==> config.mk <==
export PLATFORM = sky130hd
export DESIGN_NAME = multicycle_control_flat
export DESIGN_NICKNAME = d
export VERILOG_FILES = /design/src/rtl/multicycle_control_pkg.sv /design/src/rtl/multicycle_control_if.sv /design/src/rtl/multicycle_control_decode.sv /design/src/rtl/multicycle_control.sv /design/src/flat_wrapper.sv
export SDC_FILE = /design/constraint.sdc
export NUM_CORES = 1
export LEC_CHECK = 0
export BUFFER_PORTS_ARGS = -buffer_cell sky130_fd_sc_hd__buf_2
export CORE_ASPECT_RATIO = 0.5
export CORE_UTILIZATION = 50
export CTS_BUF_LIST = sky130_fd_sc_hd__clkbuf_8
export DETAILED_ROUTE_END_ITERATION = 16
export PLACE_DENSITY = 0.78
export SYNTH_ARGS = -nofsm -noshare
export SYNTH_HDL_FRONTEND = slang
export SYNTH_HIERARCHICAL = 1
export SYNTH_SLANG_ARGS = --single-unit
==> constraint.sdc <==
create_clock -name clk -period 4.9 [get_ports clk]
set_input_delay 0.245 -clock clk [delete_from_list [all_inputs] [get_ports clk]]
set_output_delay 0.245 -clock clk [all_outputs]
set_load 0.01 [all_outputs]
==> src/rtl/multicycle_control_pkg.sv <==
// Shared constants for the MiniMIPS multi-cycle sequencer:
// opcodes, ALU op codes, FSM state codes and the control bundle.
package multicycle_control_pkg;

  localparam logic [3:0] OP_R    = 4'b0000;
  localparam logic [3:0] OP_ADDI = 4'b0001;
  localparam logic [3:0] OP_ANDI = 4'b0010;
  localparam logic [3:0] OP_ORI  = 4'b0011;
  localparam logic [3:0] OP_SLTI = 4'b0100;
  localparam logic [3:0] OP_LW   = 4'b0101;
  localparam logic [3:0] OP_SW   = 4'b0110;
  localparam logic [3:0] OP_BEQ  = 4'b0111;
  localparam logic [3:0] OP_BNE  = 4'b1000;
  localparam logic [3:0] OP_HALT = 4'b1111;

  localparam logic [2:0] ALU_ADD   = 3'b000;
  localparam logic [2:0] ALU_SUB   = 3'b001;
  localparam logic [2:0] ALU_AND   = 3'b010;
  localparam logic [2:0] ALU_OR    = 3'b011;
  localparam logic [2:0] ALU_SLT   = 3'b100;
  localparam logic [2:0] ALU_FUNCT = 3'b111;

  localparam logic [3:0] S_IDLE     = 4'd0;
  localparam logic [3:0] S_FETCH    = 4'd1;
  localparam logic [3:0] S_DECODE   = 4'd2;
  localparam logic [3:0] S_EXEC_R   = 4'd3;
  localparam logic [3:0] S_EXEC_I   = 4'd4;
  localparam logic [3:0] S_MEM_ADDR = 4'd5;
  localparam logic [3:0] S_MEM_RD   = 4'd6;
  localparam logic [3:0] S_MEM_WR   = 4'd7;
  localparam logic [3:0] S_WB_R     = 4'd8;
  localparam logic [3:0] S_WB_I     = 4'd9;
  localparam logic [3:0] S_WB_MEM   = 4'd10;
  localparam logic [3:0] S_BRANCH   = 4'd11;
  localparam logic [3:0] S_HALT     = 4'd12;

  typedef struct packed {
    logic       pc_write;
    logic       pc_src;
    logic       ir_write;
    logic       imem_read;
    logic       dmem_read;
    logic       dmem_write;
    logic       reg_write;
    logic       reg_dst;
    logic       alu_src;
    logic       mem_to_reg;
    logic [2:0] alu_op;
  } ctrl_t;

  function automatic logic [2:0] imm_alu_op(
    input logic [3:0] op
  );
    logic [2:0] r;
    r = ALU_ADD;
    if (op == OP_ANDI) r = ALU_AND;
    if (op == OP_ORI)  r = ALU_OR;
    if (op == OP_SLTI) r = ALU_SLT;
    return r;
  endfunction

endpackage

==> src/rtl/multicycle_control_if.sv <==
// Datapath <-> sequencer bundle: status and memory handshake in,
// enables/selects, debug state, illegal flag and retire count out.
interface multicycle_control_if #(
  parameter int CNT_W = 16
) ();
  logic             run;
  logic [3:0]       opcode;
  logic             zero;
  logic             mem_ready;
  logic             pc_write;
  logic             pc_src;
  logic             ir_write;
  logic             imem_read;
  logic             dmem_read;
  logic             dmem_write;
  logic             reg_write;
  logic             reg_dst;
  logic             alu_src;
  logic             mem_to_reg;
  logic [2:0]       alu_op;
  logic [3:0]       state_o;
  logic             illegal;
  logic [CNT_W-1:0] retired;

  modport master (
    input  run, opcode, zero, mem_ready,
    output pc_write, pc_src, ir_write,
    output imem_read, dmem_read, dmem_write,
    output reg_write, reg_dst, alu_src,
    output mem_to_reg, alu_op,
    output state_o, illegal, retired
  );

  modport slave (
    output run, opcode, zero, mem_ready,
    input  pc_write, pc_src, ir_write,
    input  imem_read, dmem_read, dmem_write,
    input  reg_write, reg_dst, alu_src,
    input  mem_to_reg, alu_op,
    input  state_o, illegal, retired
  );
endinterface

==> src/rtl/multicycle_control_decode.sv <==
// Combinational map of state/opcode/zero/mem_ready to the control
// vector. Moore except FETCH PC/IR load and BRANCH pc_write.
module multicycle_control_decode
  import multicycle_control_pkg::*;
(
  input  logic [3:0] state,
  input  logic [3:0] opcode,
  input  logic       zero,
  input  logic       mem_ready,
  output ctrl_t      ctrl
);

  logic take;

  assign take = (opcode == OP_BEQ &&  zero) ||
                (opcode == OP_BNE && !zero);

  always_comb begin
    ctrl = '0;
    unique case (state)
      S_FETCH: begin
        ctrl.imem_read = 1'b1;
        ctrl.ir_write  = mem_ready;
        ctrl.pc_write  = mem_ready;
      end
      S_DECODE: ctrl.alu_op = ALU_ADD;
      S_EXEC_R, S_WB_R: begin
        ctrl.alu_op    = ALU_FUNCT;
        ctrl.reg_write = (state == S_WB_R);
        ctrl.reg_dst   = (state == S_WB_R);
      end
      S_EXEC_I, S_WB_I: begin
        ctrl.alu_src   = 1'b1;
        ctrl.alu_op    = imm_alu_op(opcode);
        ctrl.reg_write = (state == S_WB_I);
      end
      S_MEM_ADDR, S_MEM_RD, S_MEM_WR: begin
        ctrl.alu_src    = 1'b1;
        ctrl.alu_op     = ALU_ADD;
        ctrl.dmem_read  = (state == S_MEM_RD);
        ctrl.dmem_write = (state == S_MEM_WR);
      end
      S_WB_MEM: begin
        ctrl.reg_write  = 1'b1;
        ctrl.mem_to_reg = 1'b1;
      end
      S_BRANCH: begin
        ctrl.alu_op   = ALU_SUB;
        ctrl.pc_src   = 1'b1;
        ctrl.pc_write = take;
      end
      default: ctrl = '0;
    endcase
  end

endmodule

==> src/rtl/multicycle_control.sv <==
// Multi-cycle MiniMIPS sequencer: FSM next-state, sticky illegal
// flag and wrapping retire counter; controls come from the decoder.
module multicycle_control
  import multicycle_control_pkg::*;
#(
  parameter int CNT_W = 16
) (
  input  logic                 clk,
  input  logic                 reset_n,
  multicycle_control_if.master bus
);

  logic [3:0]       state_q, state_d;
  logic             illegal_q, illegal_d;
  logic [CNT_W-1:0] retired_q, retired_d;
  logic             retire;
  ctrl_t            ctrl;

  logic is_r, is_i, is_mem, is_br, is_halt;

  assign is_r    = bus.opcode == OP_R;
  assign is_i    = bus.opcode == OP_ADDI ||
                   bus.opcode == OP_ANDI ||
                   bus.opcode == OP_ORI  ||
                   bus.opcode == OP_SLTI;
  assign is_mem  = bus.opcode == OP_LW ||
                   bus.opcode == OP_SW;
  assign is_br   = bus.opcode == OP_BEQ ||
                   bus.opcode == OP_BNE;
  assign is_halt = bus.opcode == OP_HALT;

  always_comb begin
    state_d   = state_q;
    illegal_d = illegal_q;
    retire    = 1'b0;
    unique case (state_q)
      S_IDLE:
        if (bus.run) state_d = S_FETCH;
      S_FETCH:
        if (bus.mem_ready) state_d = S_DECODE;
      S_DECODE: begin
        unique case (1'b1)
          is_r:    state_d = S_EXEC_R;
          is_i:    state_d = S_EXEC_I;
          is_mem:  state_d = S_MEM_ADDR;
          is_br:   state_d = S_BRANCH;
          is_halt: state_d = S_HALT;
          default: begin
            state_d   = S_HALT;
            illegal_d = 1'b1;
          end
        endcase
      end
      S_EXEC_R: state_d = S_WB_R;
      S_EXEC_I: state_d = S_WB_I;
      S_MEM_ADDR:
        state_d = (bus.opcode == OP_LW) ? S_MEM_RD
                                        : S_MEM_WR;
      S_MEM_RD:
        if (bus.mem_ready) state_d = S_WB_MEM;
      S_MEM_WR:
        if (bus.mem_ready) begin
          retire  = 1'b1;
          state_d = S_FETCH;
        end
      S_WB_R, S_WB_I, S_WB_MEM, S_BRANCH: begin
        retire  = 1'b1;
        state_d = S_FETCH;
      end
      S_HALT: state_d = S_HALT;
      default: state_d = S_IDLE;
    endcase
    retired_d = retired_q + CNT_W'(retire);
  end

  always_ff @(posedge clk or negedge reset_n) begin
    if (!reset_n) begin
      state_q   <= S_IDLE;
      illegal_q <= 1'b0;
      retired_q <= '0;
    end else begin
      state_q   <= state_d;
      illegal_q <= illegal_d;
      retired_q <= retired_d;
    end
  end

  multicycle_control_decode u_decode (
    .state     (state_q),
    .opcode    (bus.opcode),
    .zero      (bus.zero),
    .mem_ready (bus.mem_ready),
    .ctrl      (ctrl)
  );

  assign bus.pc_write   = ctrl.pc_write;
  assign bus.pc_src     = ctrl.pc_src;
  assign bus.ir_write   = ctrl.ir_write;
  assign bus.imem_read  = ctrl.imem_read;
  assign bus.dmem_read  = ctrl.dmem_read;
  assign bus.dmem_write = ctrl.dmem_write;
  assign bus.reg_write  = ctrl.reg_write;
  assign bus.reg_dst    = ctrl.reg_dst;
  assign bus.alu_src    = ctrl.alu_src;
  assign bus.mem_to_reg = ctrl.mem_to_reg;
  assign bus.alu_op     = ctrl.alu_op;
  assign bus.state_o    = state_q;
  assign bus.illegal    = illegal_q;
  assign bus.retired    = retired_q;

endmodule
==> src/flat_wrapper.sv <==
// flat-port wrapper written by rule: the top's interface ports become plain ports
module multicycle_control_flat import multicycle_control_pkg::*;
#(
  parameter int CNT_W = 16
)
  (clk, reset_n, bus_run, bus_opcode, bus_zero, bus_mem_ready, bus_pc_write, bus_pc_src, bus_ir_write, bus_imem_read, bus_dmem_read, bus_dmem_write, bus_reg_write, bus_reg_dst, bus_alu_src, bus_mem_to_reg, bus_alu_op, bus_state_o, bus_illegal, bus_retired);
  multicycle_control_if #(.CNT_W(CNT_W)) bus_i ();
  input  logic clk;
  input  logic reset_n;
  input wire logic [$bits(bus_i.run)-1:0] bus_run;
  input wire logic [$bits(bus_i.opcode)-1:0] bus_opcode;
  input wire logic [$bits(bus_i.zero)-1:0] bus_zero;
  input wire logic [$bits(bus_i.mem_ready)-1:0] bus_mem_ready;
  output wire logic [$bits(bus_i.pc_write)-1:0] bus_pc_write;
  output wire logic [$bits(bus_i.pc_src)-1:0] bus_pc_src;
  output wire logic [$bits(bus_i.ir_write)-1:0] bus_ir_write;
  output wire logic [$bits(bus_i.imem_read)-1:0] bus_imem_read;
  output wire logic [$bits(bus_i.dmem_read)-1:0] bus_dmem_read;
  output wire logic [$bits(bus_i.dmem_write)-1:0] bus_dmem_write;
  output wire logic [$bits(bus_i.reg_write)-1:0] bus_reg_write;
  output wire logic [$bits(bus_i.reg_dst)-1:0] bus_reg_dst;
  output wire logic [$bits(bus_i.alu_src)-1:0] bus_alu_src;
  output wire logic [$bits(bus_i.mem_to_reg)-1:0] bus_mem_to_reg;
  output wire logic [$bits(bus_i.alu_op)-1:0] bus_alu_op;
  output wire logic [$bits(bus_i.state_o)-1:0] bus_state_o;
  output wire logic [$bits(bus_i.illegal)-1:0] bus_illegal;
  output wire logic [$bits(bus_i.retired)-1:0] bus_retired;
  assign bus_i.run = bus_run;
  assign bus_i.opcode = bus_opcode;
  assign bus_i.zero = bus_zero;
  assign bus_i.mem_ready = bus_mem_ready;
  assign bus_pc_write = bus_i.pc_write;
  assign bus_pc_src = bus_i.pc_src;
  assign bus_ir_write = bus_i.ir_write;
  assign bus_imem_read = bus_i.imem_read;
  assign bus_dmem_read = bus_i.dmem_read;
  assign bus_dmem_write = bus_i.dmem_write;
  assign bus_reg_write = bus_i.reg_write;
  assign bus_reg_dst = bus_i.reg_dst;
  assign bus_alu_src = bus_i.alu_src;
  assign bus_mem_to_reg = bus_i.mem_to_reg;
  assign bus_alu_op = bus_i.alu_op;
  assign bus_state_o = bus_i.state_o;
  assign bus_illegal = bus_i.illegal;
  assign bus_retired = bus_i.retired;
  multicycle_control #(.CNT_W(CNT_W)) u_core (.clk(clk), .reset_n(reset_n), .bus(bus_i));
endmodule
* Word level (Yosys, flattened, before mapping)
Cells that the tools add are included.
** Word-level totals
- Memory bits (writable) :: 0
- Word-level logic and storage cells :: 70
- Memories kept :: 0
- Input port bits :: 9
- Bits in latches :: 0
- Bits in registers :: 21
- Memory bits (read-only) :: 0
** Operators by class
- Divide/modulo/power cells :: 0
- Equal/unequal tests :: 25
- Mux-type cells :: 21
- Bitwise operators :: 1
- Order comparisons :: 0
- Reductions and logical operators :: 19
- Shift-type cells :: 0
- Add/subtract/negate cells :: 1
- Multipliers :: 0
** Operators with widths (number)
- $pmux W4 S10 :: 1
- $eq A4 B3 Y1 const B :: 8
- $eq A4 B4 Y1 const B :: 7
- $add A16 B1 Y16 :: 1
- $eq A4 B2 Y1 const B :: 4
- $mux W4 :: 4
- $pmux W4 S4 :: 1
- $reduce_or A5 Y1 :: 2
- $pmux W3 S3 :: 1
- $eq A4 B1 Y1 const B :: 2
- $logic_not A4 Y1 :: 2
- $ne A2 B2 Y1 const B :: 4
- $logic_or A1 B1 Y1 :: 6
- $mux W1 :: 6
- $mux W2 :: 3
- $mux W3 :: 2
- $pmux W1 S2 :: 2
- $reduce_and A4 Y1 :: 1
- $reduce_or A2 Y1 :: 2
- $reduce_or A4 Y1 :: 1
- $pmux W1 S3 :: 1
- $reduce_or A3 Y1 :: 1
- $logic_and A1 B1 Y1 :: 2
- $reduce_and A2 Y1 :: 1
- other kinds (2) :: 2

* Depth between registers and ports, before layout
- Depth in word-level cells :: 7
- Gate-level depth with buffers :: 8
- Gate-level depth less buffers :: 7

* By module
The synthesis kept the hierarchy.
** Modules (own cells, without submodules)
- multicycle_control :: area an instance 1143.6 sq um, times used 1, sequential area each 525.5 sq um, cells each 109
- multicycle_control_decode :: area an instance 231.5 sq um, times used 1, sequential area each 0.0 sq um, cells each 36

* Least setup slack after synthesis
Ideal clock, no wire load.
- Path type :: flip-flop to flip-flop
- Start point :: register u_core.state_q[3] (netlist: u_core/bus.state_o[3])
- End point :: register u_core.retired_q[10] (netlist: u_core/bus.retired[10])
- Data arrival time :: 1.895 ns
- Period minus slack after synthesis :: 2.026 ns
- Cell stages (with the launch flop) :: 9
- Slack :: 2.874 ns
- Setup time :: 0.132 ns
- Buffers on the path :: 1
- Cell sequence :: dfrtp_1 > clkbuf_1 > nor2b_1 > a41o_1 > ha_1 > ha_1 > nand2_1 > nor3_1 > xor2_1
** On the way
- Word-level cells in the longest chain between the ends :: 4
- Elaborated cells on any way between the ends :: 8
- Those cells by class :: add/sub: 1; eq/ne: 5; mux: 1; reduce/logical: 1
** RTL lines
- from (decl) :: RTL line multicycle_control.sv:13 : logic [3:0] state_q, state_d;
- from (signal assigned) :: RTL line multicycle_control.sv:82 : state_q <= state_d;
- $eq A4 B4 Y1 :: RTL line multicycle_control.sv:36 : unique case (state_q)
- $reduce_or A4 Y1 :: RTL line multicycle_control.sv:36
- $pmux W1 S2 (*) :: RTL line multicycle_control.sv:36
- $add A16 B1 Y16 (*) :: RTL line multicycle_control.sv:73 : retired_d = retired_q + CNT_W'(retire);
- named net u_core.retired_d[10] :: RTL line multicycle_control.sv:15 : logic [CNT_W-1:0] retired_q, retired_d;
- to (signal assigned) :: RTL line multicycle_control.sv:84 : retired_q <= retired_d;
- to (decl) :: RTL line multicycle_control.sv:15
Mark *: on every way through the listed nets, which the timed path passes. The rest lies on a longest branch.
A chain may end at the register's enable or synchronous reset.

* Worst setup path in the final report
- Start point :: register u_core.state_q[2] (netlist: u_core/bus.state_o[2])
- End point :: register u_core.retired_q[10] (netlist: u_core/bus.retired[10])
The elaborated chain is that of the path after synthesis.

==> impl_metrics.tcl <==
set metrics [dict create \
    grt_remaining_overflow 0 \
    cp-start-kind "flop" \
    crit_top_cell "ha_1" \
    final_common_cell "buf_2" \
    dr.pass1.iters 4 \
    viasPerCell 5.351 \
    area_growth_pct 21.47 \
    relSlewSlack_pct 60.16 \
    leakage_nw 0.8271 \
    nets 200 \
    finalWorstSetupSlack_ns 2.574 \
    nFillCells 245 \
    drc 0 \
    grt_first_pass_wirelength_mm 4.540 \
    path_cells "nor2b_1 > a41o_1 > ha_1 > ha_1 > nand2_1 > nor3_1 > xor2_1" \
    insertion_delay_ns 0.26 \
    cts_tree "done" \
    hold_buffers 1 \
    setup_viol 0 \
    min_path_cells 2 \
    pin_count 43 \
    required_ns 5.07 \
    vias 1204 \
    yosysSeqAreaShare_pct 38.22 \
    syn_inst 145 \
    start_util_pct 52.84 \
    post_cts_buffers 0 \
    fmax_ghz 0.4299 \
    synthArstFlopShare_pct 100.0 \
    grt_start_max_net_pins 22 \
    powerDensity_nw_per_um2 426.1 \
    ant_nets 0 \
    core-area_sq_um 2603 \
    cp_max_fo 21 \
    routedWlPerCell_um 12.68 \
    status "completed" \
    drive_above_1_share_pct 33.51 \
    clk_path_buf_depth 2 \
    numPortBuffers 42 \
    die_h_um 39.08 \
    fin_skew_ns 0.005938 \
    netlist_area_sq_um 1375 \
    peakVddDrop_v 0.0002275 \
    cts_buffers 3 \
    synth_area_leader_cell "dfrtp_1" \
    drt-initial-drc-count 103 \
    pre_cts_ws_ns 2.602 \
    r2r.worst_path.cells 7 \
    antenna_found_initial 0 \
    max_cap_viol_count 0 \
    clock-sinks 21 \
    min_path_type "in2reg" \
    finish.utilization_pct 64.18 \
    tns_ns 0 \
    synth.distinct_cells 47 \
    fin_crit_ns 2.326 \
    grt_pass1_vias 975 \
    post-dp-hpwl_mm 2.019 \
    critPathCaptureType "flop" \
    layout_common_cells "42 x buf_2, 21 x dfrtp_1, 13 x nor2_1, 10 x xor2_1, 10 x nand2_1" \
    synth_top_cell_area_share_pct 38.22 \
    synth_nets 156 \
    gp_congestion 0.8489 \
    rsz0062_at_grt "no" \
    clock-root-buffer "clkbuf_8" \
    htreeDepth 1 \
    std_cell_rows 13 \
    die_area_sq_um 2977 \
    tightestPinTransition_ns 0.5977 \
    ys_ff_latch 21 \
    multi_input_area_sq_um 824.5 \
    path_clk_slew_ns 0.08 \
    synth_edf_count 0 \
    fp.dieW_um 76.17 \
    period_share_pct 47.48 \
    arrival_ns 2.50 \
    seqCellArea_sq_um 525.5 \
    yosys-top-cells-area "dfrtp_1 38%, xor2_1 6.4%, nor4_2 3.6%, nor2_1 3.5%, xnor2_1 3.2%" \
    avgSynthCellArea_sq_um 9.483 \
    hold_violations 0 \
    slowest_delay_ns 0.73 \
    antenna_cells 0 \
    grt_usage_pct 20.23 \
    drv_slew 0 \
    ys.warnings.count 6 \
    power.total_uw 711.8 \
    cts-resized-gates 0 \
    critPathKind "reg2reg" \
    crit_path_top_delay_cell "dfrtp_1" \
    drt_wl_total_mm 2.852 \
    ys.flop_type "dfrtp_1" \
]
==> worst max-delay path, delay by kind of cell (launching register included) <==
family | cells | cell delay (ns)
AOI/OAI and AO/OA | 1 | 0.20
xor gates and xnor gates | 1 | 0.20
adders and majority gates | 2 | 0.38
DFF | 1 | 0.73
and+or+nand+nor | 3 | 0.72
==> worst paths after layout <==
check	end	startpoint	slack [ns]
min	u_core/bus.illegal	bus_opcode[3]	0.33
max reg2reg	u_core/bus.retired[10]	u_core/bus.state_o[2]	2.57
max	u_core/bus.retired[10]	u_core/bus.state_o[2]	2.57
max in group asynchronous	u_core/bus.retired[8]	reset_n	4.12
min in group asynchronous	u_core/bus.illegal	reset_n	0.46
min reg2reg	u_core/bus.illegal	u_core/bus.illegal	0.46
==> power breakdown <==
part,internal [mW],switching (mW)
combinational,0.149,0.153
sequential,0.209,0.0901
clock,0.0566,0.0547
==> sequential cells by signal, summed over array words and instances (netlist names) <==
name                cells
u_core/bus.retired     16
u_core/bus.state_o      4
u_core/bus.illegal      1
==> synthesized netlist by cell type (all sizes together), types with 2 or more instances <==
master  count
dfrtp      21
a21oi       4
a21o        2
nor3b       3
nand3       8
inv         2
o211ai      3
or2b        2
o21ai       4
nor4        6
a31oi       2
buf         2
or3         2
nand2      10
and3        2
o221ai      2
nor3        7
xnor2       5
nand2b      3
ha          2
or2         2
a211oi      2
nand4       3
nor2b       6
nor4b       2
clkbuf      2
xor2       10
nor2       15
==> metal layers <==
metal  routed length [um]  vias up  global-route usage [%]
met2                 1312       35                   33.86
met1                 1399      551                   26.87
met3                  132        2                   4.941
met4                    8        0                   5.288
met5                    0        -                       0
li1                     -      616                       -
==> cells by family (layout without fill, tap and decap cells) <==
| logic type | Yosys count | after routing | synth area share (%) |
|---|---|---|---|
| multiplexers | 1 | 1 | 0.7280 |
| XOR/XNOR | 15 | 15 | 9.554 |
| AO/OA/AOI/OAI | 24 | 24 | 12.37 |
| adder cells (fa/ha/maj) | 2 | 2 | 1.820 |
| flip-flops | 21 | 21 | 38.22 |
| buffers and inverters | 6 | 49 | 1.820 |
| AND/OR/NAND/NOR | 76 | 76 | 35.49 |
==> final cells by class <==
class                      instances  share of cell area [%]
clock inverter                     1                  0.2996
tap                               37                   2.772
clock buffer                       3                   2.472
inverter                           2                  0.4494
sequential                        21                   31.46
multi-input combinational        118                   49.36
timing repair buffer              43                   13.18
==> through the flow <==
step                cells  cell area (sq um)  hold WS (ns)
CTS                   225               1670        0.3195
global placement      220               1614        0.2197
finish                225               1670        0.3280
detailed placement    220               1614        0.2323
floorplan             145               1375      -0.05059
global route          225               1670        0.3420
Note: power is estimated with default switching activity, not from simulation.
